===== src/rtl/keypad_pattern_editor.sv =====
// Keypad/button front end for the mine-matrix display: scans and debounces a 4x4
// keypad, edits a 16-bit pattern, and drives area/dot/switch/finish registers.
module keypad_pattern_editor #(
  parameter int SCAN_DIV   = 5000,
  parameter int DEB_SCANS  = 3,
  parameter int DEB_CYCLES = 50000
) (
  input  logic        clock,
  input  logic        reset,
  input  logic [3:0]  krow,
  output logic [3:0]  kcol,
  input  logic        btn_area,
  input  logic        btn_commit,
  input  logic        btn_clear,
  input  logic        btn_done,
  output logic [2:0]  area,
  output logic [15:0] dot,
  output logic        switch,
  output logic        finish
);
  localparam int DW = (SCAN_DIV > 1) ? $clog2(SCAN_DIV) : 1;
  localparam int KW = $clog2(DEB_SCANS + 1);
  localparam int BW = $clog2(DEB_CYCLES + 1);

  localparam logic [1:0] S_EDIT   = 2'd0;
  localparam logic [1:0] S_COMMIT = 2'd1;
  localparam logic [1:0] S_DONE   = 2'd2;

  logic [3:0]          krow_s1_q, krow_s2_q;
  logic [3:0]          btn_s1_q, btn_s2_q;
  logic [DW-1:0]       dwell_q, dwell_d;
  logic [1:0]          cidx_q, cidx_d;
  logic [3:0]          kcol_q, kcol_d;
  logic [15:0]         snap_q, snap_d;
  logic [15:0]         kdeb_q, kdeb_d, kev_q, kev_d;
  logic [15:0][KW-1:0] kcnt_q, kcnt_d;
  logic [3:0]          bdeb_q, bdeb_d, bev_q, bev_d;
  logic [3:0][BW-1:0]  bcnt_q, bcnt_d;
  logic [1:0]          state_q, state_d;
  logic [2:0]          area_q, area_d;
  logic [15:0]         dot_q, dot_d;
  logic                switch_q, switch_d, finish_q, finish_d;
  logic                dwell_end, scan_done;

  assign dwell_end = (dwell_q == DW'(SCAN_DIV - 1));
  assign scan_done = dwell_end && (cidx_q == 2'd3);

  // Snapshot is stored already in dot bit order (pressed = 1), so key events map
  // straight onto the pattern without reordering.
  always_comb begin
    dwell_d = dwell_end ? '0 : dwell_q + DW'(1);
    cidx_d  = dwell_end ? cidx_q + 2'd1 : cidx_q;
    kcol_d  = dwell_end ? ~(4'b0001 << cidx_d) : kcol_q;
    snap_d  = snap_q;
    for (int c = 0; c < 4; c++)
      if (dwell_end && cidx_q == 2'(c))
        for (int r = 0; r < 4; r++) snap_d[15 - (4 * r + c)] = ~krow_s2_q[r];
  end

  always_comb begin
    kdeb_d = kdeb_q;
    kcnt_d = kcnt_q;
    kev_d  = '0;
    if (scan_done) begin
      for (int k = 0; k < 16; k++) begin
        if (snap_d[k] != kdeb_q[k]) begin
          if (kcnt_q[k] == KW'(DEB_SCANS - 1)) begin
            kdeb_d[k] = snap_d[k];
            kcnt_d[k] = '0;
            kev_d[k]  = snap_d[k];
          end else begin
            kcnt_d[k] = kcnt_q[k] + KW'(1);
          end
        end else begin
          kcnt_d[k] = '0;
        end
      end
    end
  end

  // Button index: 0 area, 1 clear, 2 commit, 3 done.
  always_comb begin
    bdeb_d = bdeb_q;
    bcnt_d = bcnt_q;
    bev_d  = '0;
    for (int b = 0; b < 4; b++) begin
      if (btn_s2_q[b] != bdeb_q[b]) begin
        if (bcnt_q[b] == BW'(DEB_CYCLES - 1)) begin
          bdeb_d[b] = btn_s2_q[b];
          bcnt_d[b] = '0;
          bev_d[b]  = btn_s2_q[b];
        end else begin
          bcnt_d[b] = bcnt_q[b] + BW'(1);
        end
      end else begin
        bcnt_d[b] = '0;
      end
    end
  end

  always_comb begin
    state_d  = state_q;
    area_d   = area_q;
    dot_d    = dot_q;
    switch_d = 1'b0;
    finish_d = finish_q;
    case (state_q)
      S_EDIT: begin
        if (bev_q[3]) begin
          state_d  = S_DONE;
          finish_d = 1'b1;
        end else if (bev_q[2]) begin
          state_d  = S_COMMIT;
          switch_d = 1'b1;
        end else if (bev_q[0]) begin
          area_d = area_q + 3'd1;
        end else if (bev_q[1]) begin
          dot_d = '0;
        end else begin
          dot_d = dot_q ^ kev_q;
        end
      end
      S_COMMIT: begin
        dot_d   = '0;
        state_d = S_EDIT;
      end
      S_DONE:  ;
      default: state_d = S_EDIT;
    endcase
  end

  always_ff @(posedge clock or negedge reset) begin
    if (!reset) begin
      krow_s1_q <= 4'hF;
      krow_s2_q <= 4'hF;
      btn_s1_q  <= '0;
      btn_s2_q  <= '0;
      dwell_q   <= '0;
      cidx_q    <= '0;
      kcol_q    <= 4'b1110;
      snap_q    <= '0;
      kdeb_q    <= '0;
      kcnt_q    <= '0;
      kev_q     <= '0;
      bdeb_q    <= '0;
      bcnt_q    <= '0;
      bev_q     <= '0;
      state_q   <= S_EDIT;
      area_q    <= '0;
      dot_q     <= '0;
      switch_q  <= 1'b0;
      finish_q  <= 1'b0;
    end else begin
      krow_s1_q <= krow;
      krow_s2_q <= krow_s1_q;
      btn_s1_q  <= {btn_done, btn_commit, btn_clear, btn_area};
      btn_s2_q  <= btn_s1_q;
      dwell_q   <= dwell_d;
      cidx_q    <= cidx_d;
      kcol_q    <= kcol_d;
      snap_q    <= snap_d;
      kdeb_q    <= kdeb_d;
      kcnt_q    <= kcnt_d;
      kev_q     <= kev_d;
      bdeb_q    <= bdeb_d;
      bcnt_q    <= bcnt_d;
      bev_q     <= bev_d;
      state_q   <= state_d;
      area_q    <= area_d;
      dot_q     <= dot_d;
      switch_q  <= switch_d;
      finish_q  <= finish_d;
    end
  end

  assign kcol   = kcol_q;
  assign area   = area_q;
  assign dot    = dot_q;
  assign switch = switch_q;
  assign finish = finish_q;
endmodule


===== config.mk =====
export PLATFORM = sky130hd
export DESIGN_NAME = keypad_pattern_editor
export DESIGN_NICKNAME = d
export VERILOG_FILES = /design/src/rtl/keypad_pattern_editor.sv
export SDC_FILE = /design/constraint.sdc
export NUM_CORES = 1
export LEC_CHECK = 0
export CORE_MARGIN = 1.5
export CORE_UTILIZATION = 55
export DETAILED_ROUTE_END_ITERATION = 6
export GPL_TIMING_DRIVEN = 1
export PLACE_DENSITY_LB_ADDON = 0.15
export SLEW_MARGIN = 20
export SYNTH_ARGS = -nofsm -noshare
export SYNTH_HDL_FRONTEND = slang
export SYNTH_SLANG_ARGS = --single-unit

===== constraint.sdc =====
create_clock -name clock -period 2.6 [get_ports clock]
set_input_delay 0.78 -clock clock [delete_from_list [all_inputs] [get_ports clock]]
set_output_delay 0.78 -clock clock [all_outputs]
set_load 0.05 [all_outputs]

==> impl_metrics.csv, run 1 <==
group,metric,value,unit
outcome,status,"finished clean",
critical_path,crit_path_end_kind,"output pin",
critical_path,path_cells,"clkdlybuf4s50_1",
critical_path,slowest_stage,"clkdlybuf4s50_1",
floorplan,num_rows,46,
place,numPortBuffers,34,
synthesis,synth-seq-cells,206,
grt,grt_pass1_wl,27700,um
synthesis,yosysWarnings,0,
timing,hold_ws,0.255,ns
clocking,cts_max_level,1,
clocking,cts_tree,"yes",
final_layout,antennaDiodeCount,0,
synthesis,ys_types,39,
timing,finalSetupViolCount,0,
critical_path,reg2reg_from,"dwell_q[0]",
final_layout,fill_cells,1219,
detailed_routing,wl_per_cell,14.8,um
clocking,clkSinkCount,206,
critical_path,crit_required,1.82,ns
clocking,cts_buffer_depth,3,
power_and_ir_drop,p_clk_frac,0.463,
clocking,clock_latency,0.49,ns
detailed_routing,final_antenna_net_count,0,
power_and_ir_drop,p_seq_frac,0.515,
critical_path,critPathMaxStageDelay,0.82,ns
timing,fin_crit,2.47,ns
critical_path,r2r_slack,0.25,ns
critical_path,crit_family,"buffers and inverters",
clocking,postCtsHoldBufs,0,
timing,rsz0062_at_grt,"false",
power_and_ir_drop,p_sw,1320,uW
power_and_ir_drop,pwr-share-comb,0.022,
detailed_routing,drt_drc_violations_left,0,
power_and_ir_drop,switching_share,0.208,
place,hpwl,10700,um
critical_path,path_max_fanout,2,
timing,drv_slew,0,
critical_path,critPathLaunchType,"register",
final_layout,synthToLayoutAreaGrowth,15.4,%
timing,tns,0,ns
critical_path,crit_type,"register to output pin",
detailed_routing,drtIter0Drc,307,
critical_path,path_buf_inv,1,
final_layout,design_area,10200,um2
clocking,ctsResizeCount,3,
final_layout,final_nets,879,
job,maxCapViolCount,0,
clocking,root_buffer,"clkbuf_16",
timing,clock_skew,0.0101,ns
grt,grt_overflow_total,0,
clocking,clk_pin_slew,0.06,ns
critical_path,r2r-end,"kcnt_q[13]",
grt,antenna_found_initial,0,
detailed_routing,vias,5843,
power_and_ir_drop,power_leakage,0.00488,uW
timing,fmax,404,MHz
hold_path,worstHoldPathType,"input pin to asynchronous set/reset pin",
clocking,numCtsBuffers,22,
detailed_routing,first_pass_iters,4,
synthesis,postSynthCellCount,810,
grt,grt_usage,0.202,
synthesis,synth_edf_count,0,
critical_path,ff2ff_path_depth,6,
floorplan,floorplan.initialDensity,0.560,
floorplan,die_area,16800,um2
clocking,post_cts_buffers,0,
floorplan,ios,35,
power_and_ir_drop,ir_drop,0.647,mV
place,placed_area,9510,um2
synthesis,synth_area,8830,um2
grt,grt_pass1_vias,5938,
power_and_ir_drop,cellPowerDensity,623,nW/um2
grt,grt_start_max_net_pins,61,
floorplan,die-height,130,um
floorplan,fp.dieW,130,um
final_layout,drive_above_1_share,0.0903,
timing,fin_crit_sh,0.951,
synthesis,synthFlopType,"dfrtp_1",
detailed_routing,wirelength,16200,um
power_and_ir_drop,intPower,5030,uW
floorplan,core_area,15800,um2
synthesis,syn_avg_cell_area,10.9,um2
detailed_routing,viasPerCell,5.36,
place,gp_congestion,0.812,
synthesis,syn_nets,830,
timing,tightest_slew,0.516,ns
timing,relSlewSlack,0.655,
critical_path,worstPathArrival,1.69,ns
synthesis,synthArstFlopShare,1.00,
timing,finalHoldViolations,0,
synthesis,synth_seq_area_share,0.585,
==> registers in the layout (all words and copies together) (netlist names) <==
signal     cells
kev_q         16
bcnt_q        64
cidx_q         2
state_q        2
bev_q          4
finish         1
kcnt_q        32
kdeb_q        16
switch         1
krow_s1_q      4
area           3
dot           16
dwell_q       13
btn_s1_q       4
bdeb_q         4
btn_s2_q       4
krow_s2_q      4
kcol           4
snap_q        12
==> kinds of logic after synthesis <==
kind of cell,synth area share
flops,0.585
compound gates,0.0373
mux,0.0337
fa+ha+maj,0.0142
xor+xnor,0.104
buf+inv,0.0194
simple gates,0.206
==> power groups by stage <==
stage	combinational, uW	sequential, uW	clock (uW)
after CTS	145	3270	3020
final	137	3270	2940
after global placement	137	3320	0
after global routing	162	3270	3140
after floorplan	42.6	3310	0
after detailed placement	143	3330	0
==> stage by stage <==
step	setup slack, ns	cells	utilization	power (uW)
floorplan	0.465	810	-	3360
global placement	0.448	1051	0.603	3460
detailed placement	0.313	1051	0.603	3470
CTS	0.0967	1091	0.646	6430
global route	0.0498	1091	0.646	6570
finish	0.127	1091	0.646	6350
==> cells in the final DEF (no fill, tap or decap), types with 2 or more instances in the layout <==
master,count
a21oi_1,5
a31oi_1,4
and2_1,5
and3_1,20
and4_1,9
and4b_1,10
buf_12,5
buf_4,5
clkbuf_1,9
clkbuf_16,23
clkbuf_8,5
clkdlybuf4s50_1,30
clkinv_2,3
dfrtp_1,195
dfstp_2,11
dlygate4sd2_1,3
ha_1,10
inv_1,26
mux2_2,14
mux2i_1,14
nand2_1,113
nand3_1,43
nand4_1,11
nand4_2,3
nand4b_1,2
nor2_1,121
nor3_1,15
nor3b_1,4
nor4_1,5
nor4b_4,2
o21ai_0,8
o31ai_1,9
o41ai_1,5
o41ai_2,6
or3_1,5
or4_1,4
xnor2_1,37
xor2_1,68
==> cells in the mapped netlist, drive strengths merged, types with 10 or more instances <==
cell,number,share of area
dfstp,11,0.033
clkbuf,17,0.0072
nor2,121,0.051
and3,20,0.014
o41ai,11,0.016
and4b,10,0.011
nand2,113,0.048
mux2i,14,0.016
xnor2,37,0.037
nand4,14,0.012
nand3,43,0.024
ha,10,0.014
xor2,68,0.067
mux2,14,0.018
nor3,15,0.0085
dfrtp,195,0.55
inv,26,0.011
==> per-layer routing <==
metal,vias up,global-route usage,share of wire
met5,-,0,0
met4,0,0.0556,0.016
met3,28,0.0303,0.027
met2,72,0.344,0.50
met1,2911,0.273,0.45
li1,2832,-,-
==> how the worst max path moves through the flow <==
stage / start / end / slack, ns / depth (start not counted)
global placement: dwell_q[0] / kcnt_q[19] / 0.45 / 7
finish: dot[11] / dot[11] / 0.13 / 1
floorplan: dwell_q[0] / kcnt_q[12] / 0.47 / 8
detailed placement: dwell_q[0] / kcnt_q[13] / 0.31 / 6
global route: dwell_q[0] / kcnt_q[23] / 0.05 / 7
CTS: dot[8] / dot[8] / 0.1 / 1
==> area by class of cell <==
cell class / count / area [um2] / share of cell area
clock buffer: 36 / 664 / 0.0652
clock inverter: 4 / 22.5 / 0.00221
inverter: 26 / 97.6 / 0.00957
multi-input combinational: 559 / 3490 / 0.343
sequential: 206 / 5170 / 0.507
tap: 216 / 270 / 0.0265
timing repair buffer: 44 / 478 / 0.0469
Note: power is estimated with default switching activity, not from simulation.
==> inputs of run 2 (changes only) <==
Settings changed: REMOVE_ABC_BUFFERS set to 1.
==> run 2 against run 1 <==
Critical path depth did not move. Global-route usage barely moved. Clock skew rose by 0.012 ns. Combinational power barely moved. Hold slack improved by 0.032 ns. Cell area rose by 0.88%. Non-clock buffer count fell by 1. Power rose by 5.8%. Via count fell by 0.33%. Setup slack got worse by 0.021 ns. First-iteration DRC count rose by 6.5%. Fmax fell by 0.83%. Critical path type unchanged. Critical endpoint is now dot[0]. Largest cell class unchanged.
==> impl_metrics.csv, run 2 (same netlist as run 1, synthesis figures left out) <==
group,metric,value,unit
detailed_routing,first_pass_iters,5,
detailed_routing,viasPerCell,5.33,
clocking,cts_buffer_depth,3,
place,hpwl,10700,um
grt,grt_pass1_vias,5860,
critical_path,path_buf_inv,1,
critical_path,worstPathArrival,1.71,ns
grt,antenna_found_initial,0,
power_and_ir_drop,intPower,5340,uW
power_and_ir_drop,power_leakage,0.00493,uW
final_layout,drive_above_1_share,0.100,
power_and_ir_drop,cellPowerDensity,653,nW/um2
floorplan,floorplan.initialDensity,0.560,
critical_path,path_cells,"clkdlybuf4s50_1",
critical_path,crit_type,"register to output pin",
power_and_ir_drop,pwr-share-comb,0.020,
final_layout,antennaDiodeCount,0,
grt,grt_usage,0.202,
detailed_routing,vias,5824,
final_layout,final_cell_mix,"dfrtp_1 (195), nor2_1 (121), nand2_1 (113)",
final_layout,seq_area,5170,um2
final_layout,design_area,10300,um2
floorplan,core_area,15800,um2
place,place_ws,0.227,ns
power_and_ir_drop,p_sw,1370,uW
timing,fin_crit,2.49,ns
grt,grt_start_max_net_pins,72,
power_and_ir_drop,p_clk_frac,0.493,
clocking,cts_tree,"yes",
clocking,clock_latency,0.50,ns
final_layout,final_nets,879,
final_layout,synthToLayoutAreaGrowth,16.4,%
final_layout,layout.cells.non_filler,1092,
place,dp.cells,1050,
clocking,clkSinkCount,206,
final_layout,reg.largest.list,"bcnt_q x64, kcnt_q x32",
final_layout,multi_input_area,3490,um2
detailed_routing,wl_per_cell,14.9,um
final_layout,layout_commonest_cell,"dfrtp_1",
detailed_routing,drtIter0Drc,327,
detailed_routing,final_antenna_net_count,0,
clocking,numCtsBuffers,23,
place,gp_congestion,0.825,
grt,grt_overflow_total,0,
floorplan,num_rows,46,
grt,grt_pass1_wl,27600,um
power_and_ir_drop,p_seq_frac,0.487,
final_layout,fill_cells,1250,
timing,relSlewSlack,0.597,
clocking,clk_pin_slew,0.06,ns
floorplan,die-height,130,um
critical_path,crit_path_end_kind,"output pin",
critical_path,crit_required,1.82,ns
timing,fmax,401,MHz
power_and_ir_drop,ir_drop,0.605,mV
floorplan,die_area,16800,um2
power_and_ir_drop,switching_share,0.204,
place,numPortBuffers,34,
detailed_routing,wirelength,16300,um
final_layout,utilization,0.652,
hold_path,worstHoldPathType,"input pin to asynchronous set/reset pin",
critical_path,path_max_fanout,2,
timing,fin_crit_sh,0.959,
floorplan,ios,35,
critical_path,crit_family,"buffers and inverters",
timing,tightest_slew,0.604,ns
timing,rsz0062_at_grt,"false",
clocking,postCtsHoldBufs,0,
floorplan,fp.dieW,130,um
timing,clock_skew,0.0222,ns
clocking,root_buffer,"clkbuf_16",
critical_path,slowest_stage,"clkdlybuf4s50_1",
outcome,status,"finished clean",
detailed_routing,drt_drc_violations_left,0,
timing,finalHoldViolations,0,
critical_path,critPathLaunchType,"register",
timing,finalSetupViolCount,0,
timing,hold_ws,0.287,ns
final_layout,largest_reg_flops,64,
place,placed_area,9490,um2
timing,setup_slack,0.107,ns
job,maxCapViolCount,0,
final_layout,top_register,"bcnt_q",
timing,drv_slew,0,
critical_path,critPathMaxStageDelay,0.82,ns
clocking,cts_max_level,1,
## run 2: metrics by stage
step                setup TNS (ns)  power, uW
global placement                 0       3460
finish                           0       6720
floorplan                   -22.55       3350
CTS                              0       6800
global route                     0       6950
detailed placement               0       3470
## run 2: per-layer routing
layer / routed length (um) / GRT usage / part of all wire
met3: 452 / 0.0316 / 0.028
met2: 8120 / 0.348 / 0.50
met5: 0 / 0 / 0
met1: 7390 / 0.269 / 0.45
met4: 325 / 0.0529 / 0.020
## run 2: final timing paths
check,cells after the start,to,start,slack (ns)
setup / recovery,1,dot[0],dot[0],0.11
hold / removal,1,bcnt_q[28],reset,0.29
setup reg to reg,6,kcnt_q[10],dwell_q[0],0.23
hold reg to reg,0,btn_s2_q[0],btn_s1_q[0],0.35
max in group asynchronous,2,krow_s2_q[2],reset,1.60
min in group clock,0,btn_s2_q[0],btn_s1_q[0],0.35
## run 2: final cells by class
cell class | count | area share
clock buffer | 29 | 0.0630
clock inverter | 13 | 0.0145
inverter | 26 | 0.00949
multi-input combinational | 559 | 0.340
sequential | 206 | 0.503
tap | 216 | 0.0263
timing repair buffer | 43 | 0.0445
## run 2: timing repair
item / CTS / global route
resized for setup: 3 / 0
setup endpoints to repair: 3 / 0
hold endpoints to repair: 0 / 0
buffers inserted: 0 / 0
## run 2: power by group through the flow
| stage | Clock, uW | Combinational [uW] | Sequential (uW) |
|---|---|---|---|
| 2_1_floorplan | 0 | 37.9 | 3320 |
| 3_3_place_gp | 0 | 135 | 3320 |
| 3_5_place_dp | 0 | 140 | 3330 |
| 4_1_cts | 3390 | 141 | 3270 |
| 5_1_grt | 3520 | 157 | 3270 |
| 6_report | 3310 | 134 | 3270 |
==> inputs of run 3 (changes only) <==
Settings changed: CORE_UTILIZATION 55 to 46, RECOVER_POWER set to 100.
==> run 3 against run 2 <==
The run now ends with capacitance limit, slew limit left. Wire length is 0.77% lower. Clock power is 2% lower. Via count hardly changed. Setup slack worse by 0.040 ns. Clock skew is 0.0080 ns lower. Power is 0.78% lower. Cell area hardly changed. Highest routed layer unchanged.
==> impl_metrics.csv, run 3 (same netlist as run 1, synthesis figures left out) <==
group,metric,value,unit
outcome,status,"finished, violations left",
outcome,violations,"capacitance limit, slew limit",
critical_path,critPathLaunchType,"register",
detailed_routing,drt_drc_violations_left,0,
final_layout,reg.largest.list,"bcnt_q x64, kcnt_q x32",
timing,fin_crit_sh,0.974,
clocking,numCtsBuffers,23,
clocking,cts_buffer_depth,3,
floorplan,fp.dieW,142,um
clocking,post_cts_buffers,0,
final_layout,final_nets,881,
critical_path,crit_path_end_kind,"output pin",
final_layout,largest_reg_flops,64,
timing,relSlewSlack,-0.319,
grt,antenna_found_initial,0,
clocking,root_buffer,"clkbuf_16",
grt,grt_pass1_vias,5929,
detailed_routing,first_pass_iters,4,
clocking,cts_tree,"yes",
final_layout,layout_commonest_cell,"dfrtp_1",
place,place_ws,0.222,ns
place,hpwl,11000,um
power_and_ir_drop,ir_drop,0.393,mV
critical_path,worstPathArrival,1.75,ns
detailed_routing,final_antenna_net_count,0,
timing,tightest_slew,1.98,ns
critical_path,slowest_stage,"dlygate4sd3_1",
power_and_ir_drop,power_leakage,0.00495,uW
final_layout,fill_cells,1604,
floorplan,die_area,20000,um2
final_layout,synthToLayoutAreaGrowth,16.5,%
final_layout,final_cell_mix,"dfrtp_1 (195), nor2_1 (121), nand2_1 (113)",
clocking,ctsResizeCount,3,
timing,setup_slack,0.0664,ns
grt,grt_overflow_total,0,
floorplan,floorplan.initialDensity,0.471,
place,placed_area,9540,um2
timing,rsz0062_at_grt,"false",
critical_path,path_buf_inv,1,
timing,drv_slew,40,
hold_path,worstHoldPathType,"register to register",
critical_path,crit_family,"buffers and inverters",
place,numPortBuffers,34,
place,gp_congestion,0.810,
critical_path,crit_type,"register to output pin",
detailed_routing,wirelength,16200,um
critical_path,critPathMaxStageDelay,0.89,ns
detailed_routing,viasPerCell,5.25,
clocking,postCtsHoldBufs,0,
power_and_ir_drop,cellPowerDensity,648,nW/um2
floorplan,num_rows,50,
clocking,cts_max_level,1,
grt,grt_pass1_wl,28100,um
job,maxCapViolCount,1,
grt,grt_start_max_net_pins,47,
grt,grt_usage,0.171,
final_layout,top_register,"bcnt_q",
detailed_routing,wl_per_cell,14.5,um
clocking,clock_latency,0.52,ns
timing,clock_skew,0.0142,ns
timing,fin_crit,2.53,ns
floorplan,ios,35,
final_layout,antennaDiodeCount,0,
clocking,clk_pin_slew,0.06,ns
timing,finalHoldViolations,0,
floorplan,core_area,18800,um2
timing,fmax,395,MHz
detailed_routing,drtIter0Drc,268,
detailed_routing,vias,5829,
floorplan,die-height,142,um
final_layout,design_area,10300,um2
critical_path,crit_required,1.82,ns
final_layout,drive_above_1_share,0.0912,
critical_path,path_max_fanout,3,
timing,finalSetupViolCount,0,
critical_path,path_cells,"dlygate4sd3_1",
clocking,clkSinkCount,206,
[run 3: changes by cell type in the layout (fill, tap and decap cells not counted), sizes merged, moves of 2 or more]
cell	before	now
clkdlybuf4s50	30	14
clkbuf	30	39
clkinvlp	2	0
dlygate4sd3	0	16
clkinv	7	2
bufinv	3	1
[run 3: path summary, 6_finish.rpt]
path | depth (start not counted) | to | start | slack [ns]
max reg2reg | 7 | kcnt_q[19] | dwell_q[0] | 0.28
min reg2reg | 0 | btn_s2_q[3] | btn_s1_q[3] | 0.35
min | 0 | btn_s2_q[3] | btn_s1_q[3] | 0.35
max in group asynchronous | 2 | krow_s1_q[0] | reset | 0.39
max | 1 | area[1] | area[1] | 0.07
min in group asynchronous | 1 | bcnt_q[54] | reset | 0.93
[run 3: stage by stage]
step	hold slack, ns	std cells	util	total power [uW]	setup TNS (ns)
floorplan	0.331	791	-	3350	-22.55
CTS	0.191	1111	0.550	6770	0
global route	0.356	1111	0.548	6920	0
detailed placement	0.338	1070	0.508	3470	0
finish	0.348	1111	0.548	6660	0
global placement	0.336	1070	0.508	3460	0
[run 3: routing by layer]
layer / track usage / wire length (um) / up-vias
li1: - / - / 2826
met1: 0.228 / 7480 / 2915
met2: 0.288 / 7880 / 65
met3: 0.0263 / 484 / 23
met4: 0.0526 / 313 / 0
met5: 0 / 0 / -
[run 3: final cells by class]
class	count	area, um2	area share
clock inverters	4	60.1	0.00584
flip-flops and latches	206	5170	0.502
inverters	26	97.6	0.00948
repair buffers	45	468	0.0455
clock buffers	37	728	0.0708
multi-input cells	559	3470	0.338
well taps	234	293	0.0285
[run 3: power by group]
part           switching [uW]  internal [uW]
registers                28.8           3240
clock network            1250           2020
logic                    91.8           38.7
==> variant: new RTL, settings of run 2 <==
Change the parameter `SCAN_DIV` from 5000 to 1250.
--- a/src/rtl/keypad_pattern_editor.sv
+++ b/src/rtl/keypad_pattern_editor.sv
@@ -3,3 +3,3 @@
 module keypad_pattern_editor #(
-  parameter int SCAN_DIV   = 5000,
+  parameter int SCAN_DIV   = 1250,
   parameter int DEB_SCANS  = 3,
Formal check against the unedited RTL: no difference found for any inputs over 10 cycles, from zero or initial values and one cycle with reset low; that may be too few to reach the edited logic, so the function may still have changed.
==> variant against run 2 <==
  * Worst setup slack got worse by 6.7 ps
  * Area after synthesis is 1.1% lower
  * Sequential cell count decreased by 2
  * Via count decreased by 1.5%
  * Cell area fell by 1.9%
  * Wire length is 3.1% lower
  * Core utilization up 0.44 points
  * Power shrank 3.5%
  * Critical path type unchanged
  * Critical endpoint is now area[0]
  * Largest power group is now sequential cells
==> variant: results (changes against run 2) <==
yosysSeqAreaShare_pct: 58.6  # +0.11 points
final-clk-cell-share_pct: 7.22  # -0.53 points
fin_worst_skew_ps: 17.6  # -4.56 ps
synth_common_cells: "dfrtp_1 (193), nor2_1 (120), nand2_1 (115), xor2_1 (62), xnor2_1 (41)"
wl_um: 15800  # -3.1%
placed_area_mm2: 0.00937  # -1.3%
grt_util_all_layers_pct: 20.1  # -0.13 points
reg2reg_from: "dwell_q[1]$_DFF_PN0_"
p_int_uw: 5150  # -3.6%
drive_gt1_share_pct: 10.2  # +0.12 points
first_global_vias: 5766  # -1.6%
tightestPinTransition_ps: 607  # +3.28 ps
synth_compound_area_share_pct: 3.25  # -0.47 points
synth_cells: 799  # -1.4%
nClkBuffers: 33  # +14%
multi_input_cells: 553  # -1.1%
grt_max_degree: 65  # -9.7%
grt_pass1_wl_um: 27100  # -1.7%
place_inst: 1037  # -1.2%
first_iter_violations: 270  # -17%
path_max_fanout: 3  # +1
holdWs_ps: 262  # -24.8 ps
use_met2_pct: 34.7  # -0.068 points
use_met3_pct: 2.58  # -0.58 points
outcome: "finished clean"
seqPwrFrac_pct: 49.9  # +1.2 points
period_minus_slack_ps: 2500  # +6.67 ps
bufAreaShareNonClock_pct: 4.36  # -0.089 points
drt_pass1_iterations: 4  # -1
## variant: changes by cell type in the layout (fill, tap and decap cells not counted), moves of 5 or more
cell / before / now
and3_1: 20 / 8
clkbuf_1: 1 / 7
nand3_1: 43 / 31
o21ai_0: 8 / 14
o21ai_1: 0 / 6
o31ai_1: 9 / 3
o31ai_2: 0 / 8
o41ai_1: 5 / 0
o41ai_2: 6 / 1
or3_1: 5 / 16
xor2_1: 68 / 62
## variant: worst min path at each step
stage                     cells past startpoint                      to             startpoint
after floorplan                               0   btn_s2_q[0]$_DFF_PN0_  btn_s1_q[0]$_DFF_PN0_
after global placement                        0   btn_s2_q[2]$_DFF_PN0_  btn_s1_q[2]$_DFF_PN0_
after detailed placement                      0   btn_s2_q[3]$_DFF_PN0_  btn_s1_q[3]$_DFF_PN0_
after CTS                                     1  kcnt_q[28]$_DFFE_PN0P_                  reset
after global routing                          1    bcnt_q[26]$_DFF_PN0_                  reset
final                                         1    snap_q[14]$_DFF_PN0_                  reset
